## src/rtl/spi_vga_pkg.sv

```systemverilog
// Shared opcodes, parser state encoding and control-register indices for the
// SPI-to-VGA command path.
package spi_vga_pkg;

    localparam logic [7:0] OP_NOP          = 8'h00;
    localparam logic [7:0] OP_WRITE_PIXELS = 8'h01;
    localparam logic [7:0] OP_WRITE_REG    = 8'h02;
    localparam logic [7:0] OP_CLEAR        = 8'h03;
    localparam logic [7:0] OP_CLR_ERR      = 8'h04;

    localparam logic [1:0] REG_BG_COLOR = 2'd0;
    localparam logic [1:0] REG_FG_COLOR = 2'd1;
    localparam logic [1:0] REG_MODE     = 2'd2;
    localparam logic [1:0] REG_SCROLL   = 2'd3;

    typedef enum logic [3:0] {
        ST_IDLE,
        ST_ADDR_HI,
        ST_ADDR_LO,
        ST_DATA,
        ST_REG_IDX,
        ST_REG_VAL,
        ST_CLR_VAL,
        ST_FILL,
        ST_DISCARD
    } state_t;

endpackage

```

## src/rtl/fb_fill_engine.sv

```systemverilog
// Walks addresses 0..FB_DEPTH-1 writing one fill value through the framebuffer
// write handshake; done_o marks the cycle of the final transfer.
module fb_fill_engine #(
    parameter int unsigned ADDR_W   = 16,
    parameter int unsigned FB_DEPTH = 19200
) (
    input  logic              clk,
    input  logic              rst,
    input  logic              start_i,
    input  logic [7:0]        value_i,
    input  logic              fb_ready_i,
    output logic              we_o,
    output logic [ADDR_W-1:0] addr_o,
    output logic [7:0]        wdata_o,
    output logic              done_o
);

    localparam logic [ADDR_W-1:0] LAST_ADDR = ADDR_W'(FB_DEPTH - 1);

    logic              act_q;
    logic [ADDR_W-1:0] addr_q;
    logic [7:0]        val_q;
    logic              last_xfer;

    assign last_xfer = act_q & fb_ready_i & (addr_q == LAST_ADDR);

    always_ff @(posedge clk) begin
        if (rst) begin
            act_q  <= 1'b0;
            addr_q <= '0;
            val_q  <= '0;
        end else if (start_i) begin
            act_q  <= 1'b1;
            addr_q <= '0;
            val_q  <= value_i;
        end else if (act_q && fb_ready_i) begin
            if (last_xfer) begin
                act_q <= 1'b0;
            end else begin
                addr_q <= addr_q + 1'b1;
            end
        end
    end

    assign we_o    = act_q;
    assign addr_o  = addr_q;
    assign wdata_o = val_q;
    assign done_o  = last_xfer;

endmodule

```

## src/rtl/spi_cmd_controller.sv

```systemverilog
// Parses SPI command frames into framebuffer pixel writes, control-register
// writes and hardware fills; fb_* is shared between the pending slot and the fill engine.
module spi_cmd_controller
    import spi_vga_pkg::*;
#(
    parameter int unsigned ADDR_W   = 16,
    parameter int unsigned FB_DEPTH = 19200,
    parameter int unsigned REG_W    = 2
) (
    input  logic              clk,
    input  logic              rst,
    input  logic              cs_active,
    input  logic [7:0]        rx_data,
    input  logic              rx_valid,
    output logic              fb_we,
    input  logic              fb_ready,
    output logic [ADDR_W-1:0] fb_addr,
    output logic [7:0]        fb_wdata,
    output logic              reg_we,
    output logic [REG_W-1:0]  reg_idx,
    output logic [7:0]        reg_wdata,
    output logic              busy,
    output logic              err
);

    localparam logic [ADDR_W-1:0] LAST_ADDR = ADDR_W'(FB_DEPTH - 1);

    state_t            state_q;
    logic              pend_q;
    logic [ADDR_W-1:0] addr_q;
    logic [7:0]        wdata_q;
    logic [7:0]        addr_hi_q;
    logic [7:0]        fill_val_q;
    logic [REG_W-1:0]  reg_idx_q;
    logic [7:0]        reg_wdata_q;
    logic              reg_we_q;
    logic              busy_q;
    logic              err_q;

    logic              fill_start;
    logic              fill_we;
    logic              fill_done;
    logic [ADDR_W-1:0] fill_addr;
    logic [7:0]        fill_wdata;

    logic              pend_xfer;
    logic              slot_blocked;
    logic [15:0]       raw_addr;
    logic              addr_ok;
    logic              in_parse;

    assign pend_xfer    = pend_q & fb_ready;
    assign slot_blocked = pend_q & ~fb_ready;
    assign raw_addr     = {addr_hi_q, rx_data};
    assign addr_ok      = ({16'd0, raw_addr} < FB_DEPTH);
    assign in_parse     = (state_q != ST_IDLE) && (state_q != ST_FILL);
    // Fill waits for any pixel still pending from an earlier frame to drain.
    assign fill_start   = (state_q == ST_FILL) & ~fill_we & ~pend_q;

    fb_fill_engine #(
        .ADDR_W  (ADDR_W),
        .FB_DEPTH(FB_DEPTH)
    ) u_fill (
        .clk       (clk),
        .rst       (rst),
        .start_i   (fill_start),
        .value_i   (fill_val_q),
        .fb_ready_i(fb_ready),
        .we_o      (fill_we),
        .addr_o    (fill_addr),
        .wdata_o   (fill_wdata),
        .done_o    (fill_done)
    );

    always_ff @(posedge clk) begin
        if (rst) begin
            state_q     <= ST_IDLE;
            pend_q      <= 1'b0;
            addr_q      <= '0;
            wdata_q     <= '0;
            addr_hi_q   <= '0;
            fill_val_q  <= '0;
            reg_idx_q   <= '0;
            reg_wdata_q <= '0;
            reg_we_q    <= 1'b0;
            busy_q      <= 1'b0;
            err_q       <= 1'b0;
        end else begin
            reg_we_q <= 1'b0;
            if (pend_xfer) begin
                pend_q <= 1'b0;
                addr_q <= (addr_q == LAST_ADDR) ? '0 : addr_q + 1'b1;
            end

            if (in_parse && !cs_active) begin
                state_q <= ST_IDLE;
            end else begin
                unique case (state_q)
                    ST_IDLE: if (cs_active && rx_valid) begin
                        unique case (rx_data)
                            OP_NOP:          state_q <= ST_DISCARD;
                            OP_WRITE_PIXELS: state_q <= ST_ADDR_HI;
                            OP_WRITE_REG:    state_q <= ST_REG_IDX;
                            OP_CLEAR:        state_q <= ST_CLR_VAL;
                            OP_CLR_ERR: begin
                                err_q   <= 1'b0;
                                state_q <= ST_DISCARD;
                            end
                            default: begin
                                err_q   <= 1'b1;
                                state_q <= ST_DISCARD;
                            end
                        endcase
                    end
                    ST_ADDR_HI: if (rx_valid) begin
                        addr_hi_q <= rx_data;
                        state_q   <= ST_ADDR_LO;
                    end
                    // Reloading the address under a stalled write would move it; treat as overrun.
                    ST_ADDR_LO: if (rx_valid) begin
                        if (!addr_ok || slot_blocked) begin
                            err_q   <= 1'b1;
                            state_q <= ST_DISCARD;
                        end else begin
                            addr_q  <= ADDR_W'(raw_addr);
                            state_q <= ST_DATA;
                        end
                    end
                    ST_DATA: if (rx_valid) begin
                        if (slot_blocked) begin
                            err_q <= 1'b1;
                        end else begin
                            pend_q  <= 1'b1;
                            wdata_q <= rx_data;
                        end
                    end
                    ST_REG_IDX: if (rx_valid) begin
                        reg_idx_q <= rx_data[REG_W-1:0];
                        state_q   <= ST_REG_VAL;
                    end
                    ST_REG_VAL: if (rx_valid) begin
                        reg_wdata_q <= rx_data;
                        reg_we_q    <= 1'b1;
                        state_q     <= ST_DISCARD;
                    end
                    ST_CLR_VAL: if (rx_valid) begin
                        fill_val_q <= rx_data;
                        busy_q     <= 1'b1;
                        state_q    <= ST_FILL;
                    end
                    ST_FILL: begin
                        if (rx_valid) err_q <= 1'b1;
                        if (fill_done) begin
                            busy_q  <= 1'b0;
                            state_q <= ST_IDLE;
                        end
                    end
                    ST_DISCARD: ;
                    default: state_q <= ST_IDLE;
                endcase
            end
        end
    end

    assign fb_we     = pend_q | fill_we;
    assign fb_addr   = fill_we ? fill_addr : addr_q;
    assign fb_wdata  = fill_we ? fill_wdata : wdata_q;
    assign reg_we    = reg_we_q;
    assign reg_idx   = reg_idx_q;
    assign reg_wdata = reg_wdata_q;
    assign busy      = busy_q;
    assign err       = err_q;

endmodule
```

## config.mk

```make
export PLATFORM = sky130hd
export DESIGN_NAME = spi_cmd_controller
export DESIGN_NICKNAME = d
export VERILOG_FILES = /design/src/rtl/spi_vga_pkg.sv /design/src/rtl/fb_fill_engine.sv /design/src/rtl/spi_cmd_controller.sv
export SDC_FILE = /design/constraint.sdc
export NUM_CORES = 1
export LEC_CHECK = 0
export CAP_MARGIN = 20
export CORE_MARGIN = 1
export CORE_UTILIZATION = 50
export DETAILED_ROUTE_END_ITERATION = 6
export GPL_TIMING_DRIVEN = 0
export PLACE_DENSITY = 0.82
export REMOVE_ABC_BUFFERS = 1
export SETUP_SLACK_MARGIN = 0.3
export SLEW_MARGIN = 10
export SYNTH_ARGS = -nofsm -noshare
export SYNTH_HDL_FRONTEND = slang
export SYNTH_HIERARCHICAL = 1
export SYNTH_SLANG_ARGS = --single-unit
```

## constraint.sdc

```tcl
create_clock -name clk -period 3.2 [get_ports clk]
set_input_delay 0.32 -clock clk [delete_from_list [all_inputs] [get_ports clk]]
set_output_delay 0.32 -clock clk [all_outputs]
set_load 0.03 [all_outputs]
```

==> summary.md, run 1 <==
| Metric | Value |
|---|---|
| Run status | completed |
| Last weighted congestion value of the routability-driven placer | 0.898 |
| Die Width | 94.9 um |
| Growth of design area from synthesis to finish | 17.2% |
| Post-DRT Antenna Nets | 0 |
| Fraction of the yosys area taken by sequential cells | 38.5% |
| Pwr dens | about 360 nW/um^2 |
| Combinational group share of total power | ~5.1% |
| Fin. Hold Viols | 0 |
| Vias/cell | 5.98 |
| Gr ovfl total | 0 |
| Mapped Area | 4320 sq um |
| Die footprint | roughly 9000 sq um |
| Final cell count without fillers | 618 |
| Source of the worst hold timing path | rst |
| Power spent charging and discharging nets | 0.000473 W |
| Switch share | 25.8% |
| Peak supply drop | 0.302 mV |
| First-pass GRT wire length | 17400 um |
| Final core area utilization | between 60% and 70% |
| Type of destination of the critical path | flip-flop |
| Start of the worst register-to-register path | state_q[3] |
| Total track usage | between 20% and 30% |
| Net total in the final layout | 523 |
| Die height | 94.9 um |
| TritonCTS buffer count | 9 |
| DRC violations left | 0 |
| # fillers | 705 |
| Pin count of the biggest net entering global routing | 44 |
| Hold-fix buffers, CTS | 0 |
| Core ar. | 8300 sq um |
| Final min period | 2.53 ns |
| Clock Tree Root | sky130_fd_sc_hd__clkbuf_8 |
| Final non-filler cell area | a little over 5000 sq um |
| Fin Setup TNS | 0 ns |
| Via count | approximately 3.7k |
| Total of flip-flops plus latches after synthesis | 83 |
| Final slew viol count | 0 |
| CP top delay family | simple AND/OR/NAND/NOR gates |
| Number of clock sinks seen by CTS | 83 |
| Async set or reset register ratio after synthesis | 0% |
| Commonest register cell after synthesis | sky130_fd_sc_hd__dfxtp_1 |
| Number of iterations in the first detailed-routing pass | 4 |
| Final clock skew | about 0.014 ns |
| Part of the total power dissipated in sequential elements | 56.8% |
| Timing-limited maximum frequency | 395 MHz |
| Number of unique standard cell types used by synthesis | 70 |
| Share of final-layout standard cells stronger than drive strength 1 | around 15% |
| Clock tree buffer depth | 2 |
| Post_cts resized | 1 |
| Number of global-route vias before repair | 3575 |
| Critical-path cell list | and2b_1, nand3_1, nor2_1, buf_4, or2_2, or4_1, o21ai_1 |
| Number of buffers inserted to repair setup after CTS | 0 |
| Post-synth EDFFs | 0 |
| First element of the critical path | state_q[3] |
| Setup-failing EPs final | 0 |
| Number of max-cap violations | 0 |
| Internal power of the cells | 0.00136 W |
| Required time of the critical path | 3.50 ns |
| Max incr delay on CP | 0.63 ns |
| Total inserted antenna cells | 0 |
| H-tree depth | 3 |
| Port Buffer Count | 50 |
| Effective utilization at floorplan | 52.0% |
| Max transition margin | 54.7% |
| Endpoint arrival time on the critical path | around 2.8 ns |
| Clock share of power | 38.1% |
| Final clock period utilization by the worst path | about 79% |
| Half-perimeter wire length of the detailed placement result | about 7300 um |
| Clock transition at the register clock pins on the worst setup and hold paths after CTS | 0.09 ns |
| Crit-path slowest cell | sky130_fd_sc_hd__dfxtp_1 |
| Post-placement cell count | 602 |
| Post-Place Cell Area | approximately 4900 sq um |
| Number of placement rows | 33 |
| Unrepaired setup endpoints after global routing | false |
| Clock latency of the later-clocked register in the worst-skew pair | 0.36 ns |
| Number of DRC violations after detailed-routing iteration 0 | 170 |
| Crit Path Class | reg2reg |
| Critical Path Fanout Max | 14 |
| Number of antenna violations at the first check in global routing | 0 |
| Critical path buffer and inverter count | 1 |
| I/O pins | 51 |
| Type of origin of the critical path | flip-flop |
| Static Leak | 1.81 nW |
| Per-cell routed wire length | 16.8 um |
| Post-synthesis average cell area | 9.18 sq um |
| YS warnings | 6 |
| Worst min-delay path class | in2reg |
| CTS tree | built |
| Post-Syn Instances | between 400 and 500 |
| Measured slew at the worst slew-check pin | 0.679 ns |
| Aggregate routed wire length | between 10000 and 15000 um |
## Yosys cell counts, drive strengths merged, types with 2 or more instances
library cell  instances  area share (%)
a211oi               11             2.6
a21oi                18             2.1
a221oi                2            0.41
a31o                  2            0.41
and2                  6            0.87
and3                  8             1.2
and4                  3            0.64
and4b                 3            0.70
buf                   9             1.1
clkbuf               17             1.5
dfxtp                83              39
ha                    2            0.58
inv                  12             1.0
mux2                 25             6.5
mux2i                47              11
nand2                26             2.3
nand3                14             1.9
nand3b                3            0.52
nand4                16             2.3
nor2                 70             6.1
nor2b                 2            0.29
nor3                  8             1.3
nor4                  6             1.3
o21ai                13             1.5
o22a                  3            0.61
o31a                  2            0.41
o31ai                 2            0.35
o32ai                 4             1.5
or2                   4            0.58
or3                   8             1.2
or3b                  2            0.41
or4                   4            0.70
or4b                  2            0.64
xnor2                 5             1.0
xor2                  9             1.8
## power by group through the flow
stage	sequential [W]	clock (W)	combinational (W)
6_report	0.00104	0.000699	0.0000935
5_1_grt	0.00104	0.000752	0.0000999
4_1_cts	0.00104	0.000709	0.0000922
3_5_place_dp	0.00107	0	0.0000918
3_3_place_gp	0.00107	0	0.0000883
2_1_floorplan	0.00107	0	0.0000320
## layout by cell type (no fill, tap or decap), drive strengths merged, types with 8 or more instances in the layout
cell type and instances:
nor3 8, nand4 16, inv 15, dfxtp 83, clkdlybuf4s50 49, nand3 14
nand2 26, xor2 9, o21ai 13, or3 8, nor2 70, clkbuf 10
and3 8, mux2 25, mux2i 47, a211oi 11, a21oi 18
## sequential cells by signal, summed over array words and instances (netlist names)
name and cells:
addr_q 16, state_q 4, reg_idx 2, reg_wdata 8
fill_val_q 8, u_fill/we_o 1, wdata_q 8, pend_q 1
err 1, busy 1, u_fill/wdata_o 8, addr_hi_q 8
reg_we 1, u_fill/addr_o 16
## stage by stage
stage	hold slack [ns]	setup slack [ns]	power, W
after detailed placement	0.487	0.345	0.00116
after global placement	0.471	-0.506	0.00115
after global routing	0.385	0.546	0.00189
final	0.388	0.670	0.00183
after CTS	0.372	0.487	0.00184
after floorplan	0.385	0.707	0.00110
## cell families after synthesis
kind of cell	count (synthesis)	share of synthesized area (%)
buffers and inverters	38	3.65
AOI/OAI and AO/OA	71	13.0
DFF	83	38.5
xor gates and xnor gates	14	2.84
muxes	72	17.4
adders and majority gates	2	0.580
and+or+nand+nor	190	24.0
## metal layers
layer  GRT usage [%]  wire (um)
met5               0          0
met3            6.76        599
met2            41.3       5130
met4            7.58        104
met1            31.5       4580
## path summary, 6_finish.rpt
check,slack (ns),end,cells past startpoint
max reg2reg,0.67,u_fill/addr_o[6],7
min reg2reg,0.50,fill_val_q[7],2
max,0.67,u_fill/addr_o[6],7
min,0.39,reg_idx[1],2
## area by class of cell
type | instances | area [sq um] | area share [%]
Clock buffer | 10 | 128 | 2.52
Multi-Input combinational cell | 349 | 2510 | 49.6
Clock inverter | 6 | 48.8 | 0.965
Tap cell | 105 | 131 | 2.60
Timing Repair Buffer | 53 | 531 | 10.5
Sequential cell | 83 | 1660 | 32.9
Inverter | 12 | 45.0 | 0.891
Power figures use the tool's default switching activity.
==> inputs of run 2 (changes only) <==
Clock period 3.2 ns to 2.6 ns, I/O delays scaled along.
==> summary.md, run 2 (synthesis results as in run 1) <==
| Metric | Value |
|---|---|
| R2R cell count | 5 (-2) |
| Worst Hold Path Cells | 2 (unchanged) |
| Clock tree buffer depth | 2 (unchanged) |
| CTS tree | built |
| H-tree depth | 3 (unchanged) |
| Pin count of the biggest net entering global routing | 44 (unchanged) |
| Final clock period utilization by the worst path | 85.9% |
| Number of DRC violations after detailed-routing iteration 0 | 207 (+22%) |
| Type of destination of the critical path | output pin |
| Per-cell routed wire length | 17.0 um (+0.95%) |
| Total chip power | 0.00226 W (+23%) |
| Core ar. | 8300 sq um (unchanged) |
| Critical Path Fanout Max | 27 (+13) |
| TritonCTS buffer count | 9 (unchanged) |
| Effective utilization at floorplan | 52.0% (unchanged) |
| Growth of design area from synthesis to finish | 17.9% |
| Via count | 3768 (+2.0%) |
| Pwr dens | 444 nW/um^2 (+22%) |
| Number of clock sinks seen by CTS | 83 (unchanged) |
| Fin Setup TNS | 0 ns (unchanged) |
| Type of origin of the critical path | flip-flop |
| Critical-path cell list | mux2_2, clkdlybuf4s50_1 |
| Share of final-layout standard cells stronger than drive strength 1 | 16.7% (+1.3 points) |
| Worst min-delay path class | in2reg |
| Fin. Hold Viols | 0 (unchanged) |
| Final slew viol count | 0 (unchanged) |
| Setup-failing EPs final | 0 (unchanged) |
| Die footprint | 9010 sq um (unchanged) |
| Die height | 94.9 um (unchanged) |
| Crit Path Class | reg2out |
| Final min period | approximately 2.2 ns |
| Unrepaired setup endpoints after global routing | true |
| Number of global-route vias before repair | 3567 (-0.22%) |
| Final clock skew | 0.0130 ns (-0.00111 ns) |
| Total track usage | 24.9% (-0.034 points) |
| Port Buffer Count | 50 (unchanged) |
| # fillers | 702 (-0.43%) |
| Clock transition at the register clock pins on the worst setup and hold paths after CTS | 0.09 ns (about the same) |
| Max transition margin | 56.5% (+1.8 points) |
| Gr ovfl total | 0 (unchanged) |
| DRC violations left | 0 (unchanged) |
| Clock latency of the later-clocked register in the worst-skew pair | 0.36 ns (about the same) |
| Run status | completed |
| Number of iterations in the first detailed-routing pass | 4 (unchanged) |
| Last weighted congestion value of the routability-driven placer | 0.898 (unchanged) |
| Required time of the critical path | 2.34 ns (-1.16 ns) |
| Half-perimeter wire length of the detailed placement result | 7310 um (unchanged) |
| Timing-limited maximum frequency | 448 MHz |
| Most frequent cells in the layout | 79 x sky130_fd_sc_hd__dfxtp_1, 69 x sky130_fd_sc_hd__nor2_1, 49 x sky130_fd_sc_hd__clkdlybuf4s50_1 |
| Most common cell after layout, fill and taps aside | sky130_fd_sc_hd__dfxtp_1 |
| Die Width | 94.9 um (unchanged) |
| Number of placement rows | 33 (unchanged) |
| Peak supply drop | 0.372 mV (+24%) |
| Vias/cell | 6.08 (+1.6%) |
| Measured slew at the worst slew-check pin | 0.647 ns (-0.0320 ns) |
| Post-DRT Antenna Nets | 0 (unchanged) |
| Total inserted antenna cells | 0 (unchanged) |
| Number of antenna violations at the first check in global routing | 0 (unchanged) |
| First-pass GRT wire length | 17400 um (about the same) |
| Endpoint arrival time on the critical path | 1.97 ns (-0.86 ns) |
| Clock Tree Root | sky130_fd_sc_hd__clkbuf_8 |
| Crit-path slowest cell | sky130_fd_sc_hd__dfxtp_4 |
| Static Leak | 1.81 nW (+0.47%) |
| Number of max-cap violations | 0 (unchanged) |
| Aggregate routed wire length | 10500 um (+1.3%) |
| Net total in the final layout | 525 (+0.38%) |
| Max incr delay on CP | 0.61 ns (-0.02 ns) |
| I/O pins | 51 (unchanged) |
## run 2: cell count changes in the layout (fill, tap and decap cells not counted)
cell                       change
sky130_fd_sc_hd__dfxtp_4       +2
sky130_fd_sc_hd__nor2_1        -1
sky130_fd_sc_hd__dfxtp_2       +1
sky130_fd_sc_hd__or2_2         -1
sky130_fd_sc_hd__buf_4         +1
sky130_fd_sc_hd__dfxtp_1       -3
sky130_fd_sc_hd__nor2_2        +1
sky130_fd_sc_hd__nand3_2       +1
sky130_fd_sc_hd__or2_4         +1
sky130_fd_sc_hd__nand2b_2      +1
sky130_fd_sc_hd__nand2b_1      -1
## run 2: report_power, final
part	internal, W	leakage (nW)	switching (W)
sequential	0.00127	0.671	0.00000772
combinational	0.0000431	1.06	0.0000734
clock	0.000359	0.0852	0.000502
## run 2: worst max-delay path, delay by kind of cell (launching register included)
kind     cells  cell delay [ns]
mux          1             0.39
flops        1             0.61
buf+inv      1             0.61
## run 2: worst paths after layout
| kind | startpoint | endpoint | slack [ns] |
|---|---|---|---|
| max | u_fill/we_o | fb_wdata[3] | 0.37 |
| min | rst | reg_wdata[1] | 0.32 |
| max reg2reg | state_q[1] | addr_q[2] | 0.38 |
| min reg2reg | fill_val_q[7] | fill_val_q[7] | 0.50 |
## run 2: routing by layer
metal	part of all wire, %	global-route usage, %	up-vias
li1	-	-	1800
met3	6.1	6.76	12
met2	50	41.2	139
met4	1.2	7.58	0
met1	43	31.4	1817
met5	0	0	-
## run 2: what timing repair did
item | in CTS | in global routing
gates cloned | 0 | 1
resized for setup | 7 | 3
hold buffers | 0 | 0
buffers inserted | 0 | 1
endpoints found under the setup margin | 61 | 21
pin swaps | 0 | 2
## run 2: layout make-up
class,count,area (sq um),area share (%)
Clock buffer,10,128,2.51
Clock inverter,6,48.8,0.959
Inverter,12,45.0,0.885
Multi-Input combinational cell,350,2530,49.7
Sequential cell,83,1670,32.8
Tap cell,105,131,2.58
Timing Repair Buffer,54,538,10.6
## run 2: metrics by stage
stage                     cell area [sq um]  cells  util [%]  hold slack, ns  worst slack, ns
after floorplan                        4200    444         -           0.325            0.107
after global placement                 4830    599      58.3           0.471            -1.05
after detailed placement               4870    602      58.7           0.487           -0.255
after CTS                              5060    618      61.0           0.312            0.323
after global routing                   5090    620      61.3           0.325            0.242
final                                  5090    620      61.3           0.320            0.367
==> inputs of run 3 (changes only) <==
Settings changed: CTS_BUF_LIST set to sky130_fd_sc_hd__clkbuf_8 sky130_fd_sc_hd__clkbuf_16.
==> summary.md, run 3 (synthesis results as in run 1) <==
| Metric | Value |
|---|---|
| Run status | completed |
| Final core area utilization | 61.3% (unchanged) |
| Share of final-layout standard cells stronger than drive strength 1 | 16.7% (unchanged) |
| Number of clock sinks seen by CTS | 83 (unchanged) |
| Per-cell routed wire length | 17.0 um (about the same) |
| Core ar. | 8300 sq um (unchanged) |
| Register-to-register setup slack | 0.37 ns (about the same) |
| Total track usage | 24.9% (unchanged) |
| Number of iterations in the first detailed-routing pass | 4 (unchanged) |
| Number of placement rows | 33 (unchanged) |
| Setup-failing EPs final | 0 (unchanged) |
| Area taken by multi-input logic gates | 2530 sq um (unchanged) |
| Clock latency of the later-clocked register in the worst-skew pair | 0.36 ns (about the same) |
| Clock tree buffer depth | 2 (unchanged) |
| Net total in the final layout | 525 (unchanged) |
| TritonCTS buffer count | 9 (unchanged) |
| Number of global-route vias before repair | 3567 (unchanged) |
| H-tree depth | 3 (unchanged) |
| Critical Path Fanout Max | 27 (unchanged) |
| Hold Slack | 0.320 ns (+0.000396 ns) |
| Final slew viol count | 0 (unchanged) |
| # fillers | 702 (unchanged) |
| Die height | 94.9 um (unchanged) |
| Peak supply drop | 0.372 mV (about the same) |
| Timing-limited maximum frequency | 448 MHz (about the same) |
| Type of origin of the critical path | flip-flop |
| Effective utilization at floorplan | 52.0% (unchanged) |
| Unrepaired setup endpoints after global routing | true |
| Port Buffer Count | 50 (unchanged) |
| CTS tree | built |
| Clock Tree Root | sky130_fd_sc_hd__clkbuf_8 |
| Via count | 3745 (-0.61%) |
| Total chip power | 0.00225 W (-0.16%) |
| Aggregate routed wire length | 10500 um (about the same) |
| Number of DRC violations after detailed-routing iteration 0 | 204 (-1.4%) |
| I/O pins | 51 (unchanged) |
| Worst min-delay path class | in2reg |
| Final clock period utilization by the worst path | 85.9% (about the same) |
| Last weighted congestion value of the routability-driven placer | 0.898 (unchanged) |
| Number of antenna violations at the first check in global routing | 0 (unchanged) |
| Die Width | 94.9 um (unchanged) |
| Static Leak | 1.82 nW (+0.23%) |
| Most common cell after layout, fill and taps aside | sky130_fd_sc_hd__dfxtp_1 |
| Hold-fix buffers, CTS | 0 (unchanged) |
| Die footprint | 9010 sq um (unchanged) |
| Setup ws final | 0.367 ns (-0.000503 ns) |
| Pin count of the biggest net entering global routing | 44 (unchanged) |
| Post-DRT Antenna Nets | 0 (unchanged) |
| Pwr dens | 443 nW/um^2 (-0.16%) |
| Endpoint arrival time on the critical path | 1.97 ns (about the same) |
| Clock transition at the register clock pins on the worst setup and hold paths after CTS | 0.09 ns (about the same) |
| Half-perimeter wire length of the detailed placement result | 7310 um (unchanged) |
| Max transition margin | 56.6% (+0.079 points) |
| Type of destination of the critical path | output pin |
| Most frequent cells in the layout | 79 x sky130_fd_sc_hd__dfxtp_1, 69 x sky130_fd_sc_hd__nor2_1, 49 x sky130_fd_sc_hd__clkdlybuf4s50_1 |
| Growth of design area from synthesis to finish | 17.9% (unchanged) |
| Number of max-cap violations | 0 (unchanged) |
| Measured slew at the worst slew-check pin | 0.646 ns (-0.00118 ns) |
| Setup slack at placement | -0.255 ns (unchanged) |
| Final min period | 2.23 ns (+0.000503 ns) |
| Required time of the critical path | 2.34 ns (about the same) |
| First-pass GRT wire length | 17400 um (unchanged) |
| Total area of sequential cells | 1670 sq um (unchanged) |
| Crit Path Class | reg2out |
| Gr ovfl total | 0 (unchanged) |
| Final clock skew | 0.0130 ns (+0.000000200 ns) |
| Fin Setup TNS | 0 ns (unchanged) |
| Fin. Hold Viols | 0 (unchanged) |
| Vias/cell | 6.04 (-0.61%) |
| Total inserted antenna cells | 0 (unchanged) |
| DRC violations left | 0 (unchanged) |
[run 3: changes by cell type in the layout (fill, tap and decap cells not counted), sizes merged]
cell    delta
clkbuf     -1
inv        +1
[run 3: stage by stage]
step	std cells	area [sq um]
floorplan	444	4200
global placement	599	4830
global route	620	5090
CTS	618	5060
finish	620	5090
detailed placement	602	4870
[run 3: layer usage]
metal | track usage (%) | share of wire, % | wire [um] | up-vias
met1 | 31.4 | 44 | 4600 | 1808
met2 | 41.2 | 50 | 5260 | 129
met4 | 7.58 | 1.2 | 123 | 0
met3 | 6.76 | 5.4 | 567 | 12
li1 | - | - | - | 1796
met5 | 0 | 0 | 0 | -
[run 3: report_power, final]
| group | internal (W) | switching, W | leakage (nW) | total [W] |
|---|---|---|---|---|
| sequential | 0.00127 | 0.00000782 | 0.671 | 0.00128 |
| clock | 0.000355 | 0.000502 | 0.0894 | 0.000857 |
| combinational | 0.0000431 | 0.0000734 | 1.06 | 0.000116 |
[run 3: critical path, cell delays in order, from the launching register on]
cell and delay [ns]:
sky130_fd_sc_hd__dfxtp_4 0.61, sky130_fd_sc_hd__mux2_2 0.39, sky130_fd_sc_hd__clkdlybuf4s50_1 0.61
[run 3: cell type report]
class / instances / area share, %
Sequential cell: 83 / 32.8
Clock inverter: 7 / 1.03
Inverter: 12 / 0.885
Multi-Input combinational cell: 350 / 49.7
Tap cell: 105 / 2.58
Timing Repair Buffer: 54 / 10.6
Clock buffer: 9 / 2.43
[run 3: repair_timing]
action,in CTS,in global routing
gates cloned,0,1
endpoints found under the setup margin,61,21
gates resized for setup,7,3
setup buffers,0,1
pin swaps,0,2
[run 3: worst paths after layout]
path                    to  depth (start not counted)        startpoint
max            fb_wdata[3]                          2       u_fill/we_o
min           reg_wdata[1]                          2               rst
max reg2reg     state_q[0]                          7  u_fill/addr_o[9]
min reg2reg  fill_val_q[7]                          2     fill_val_q[7]
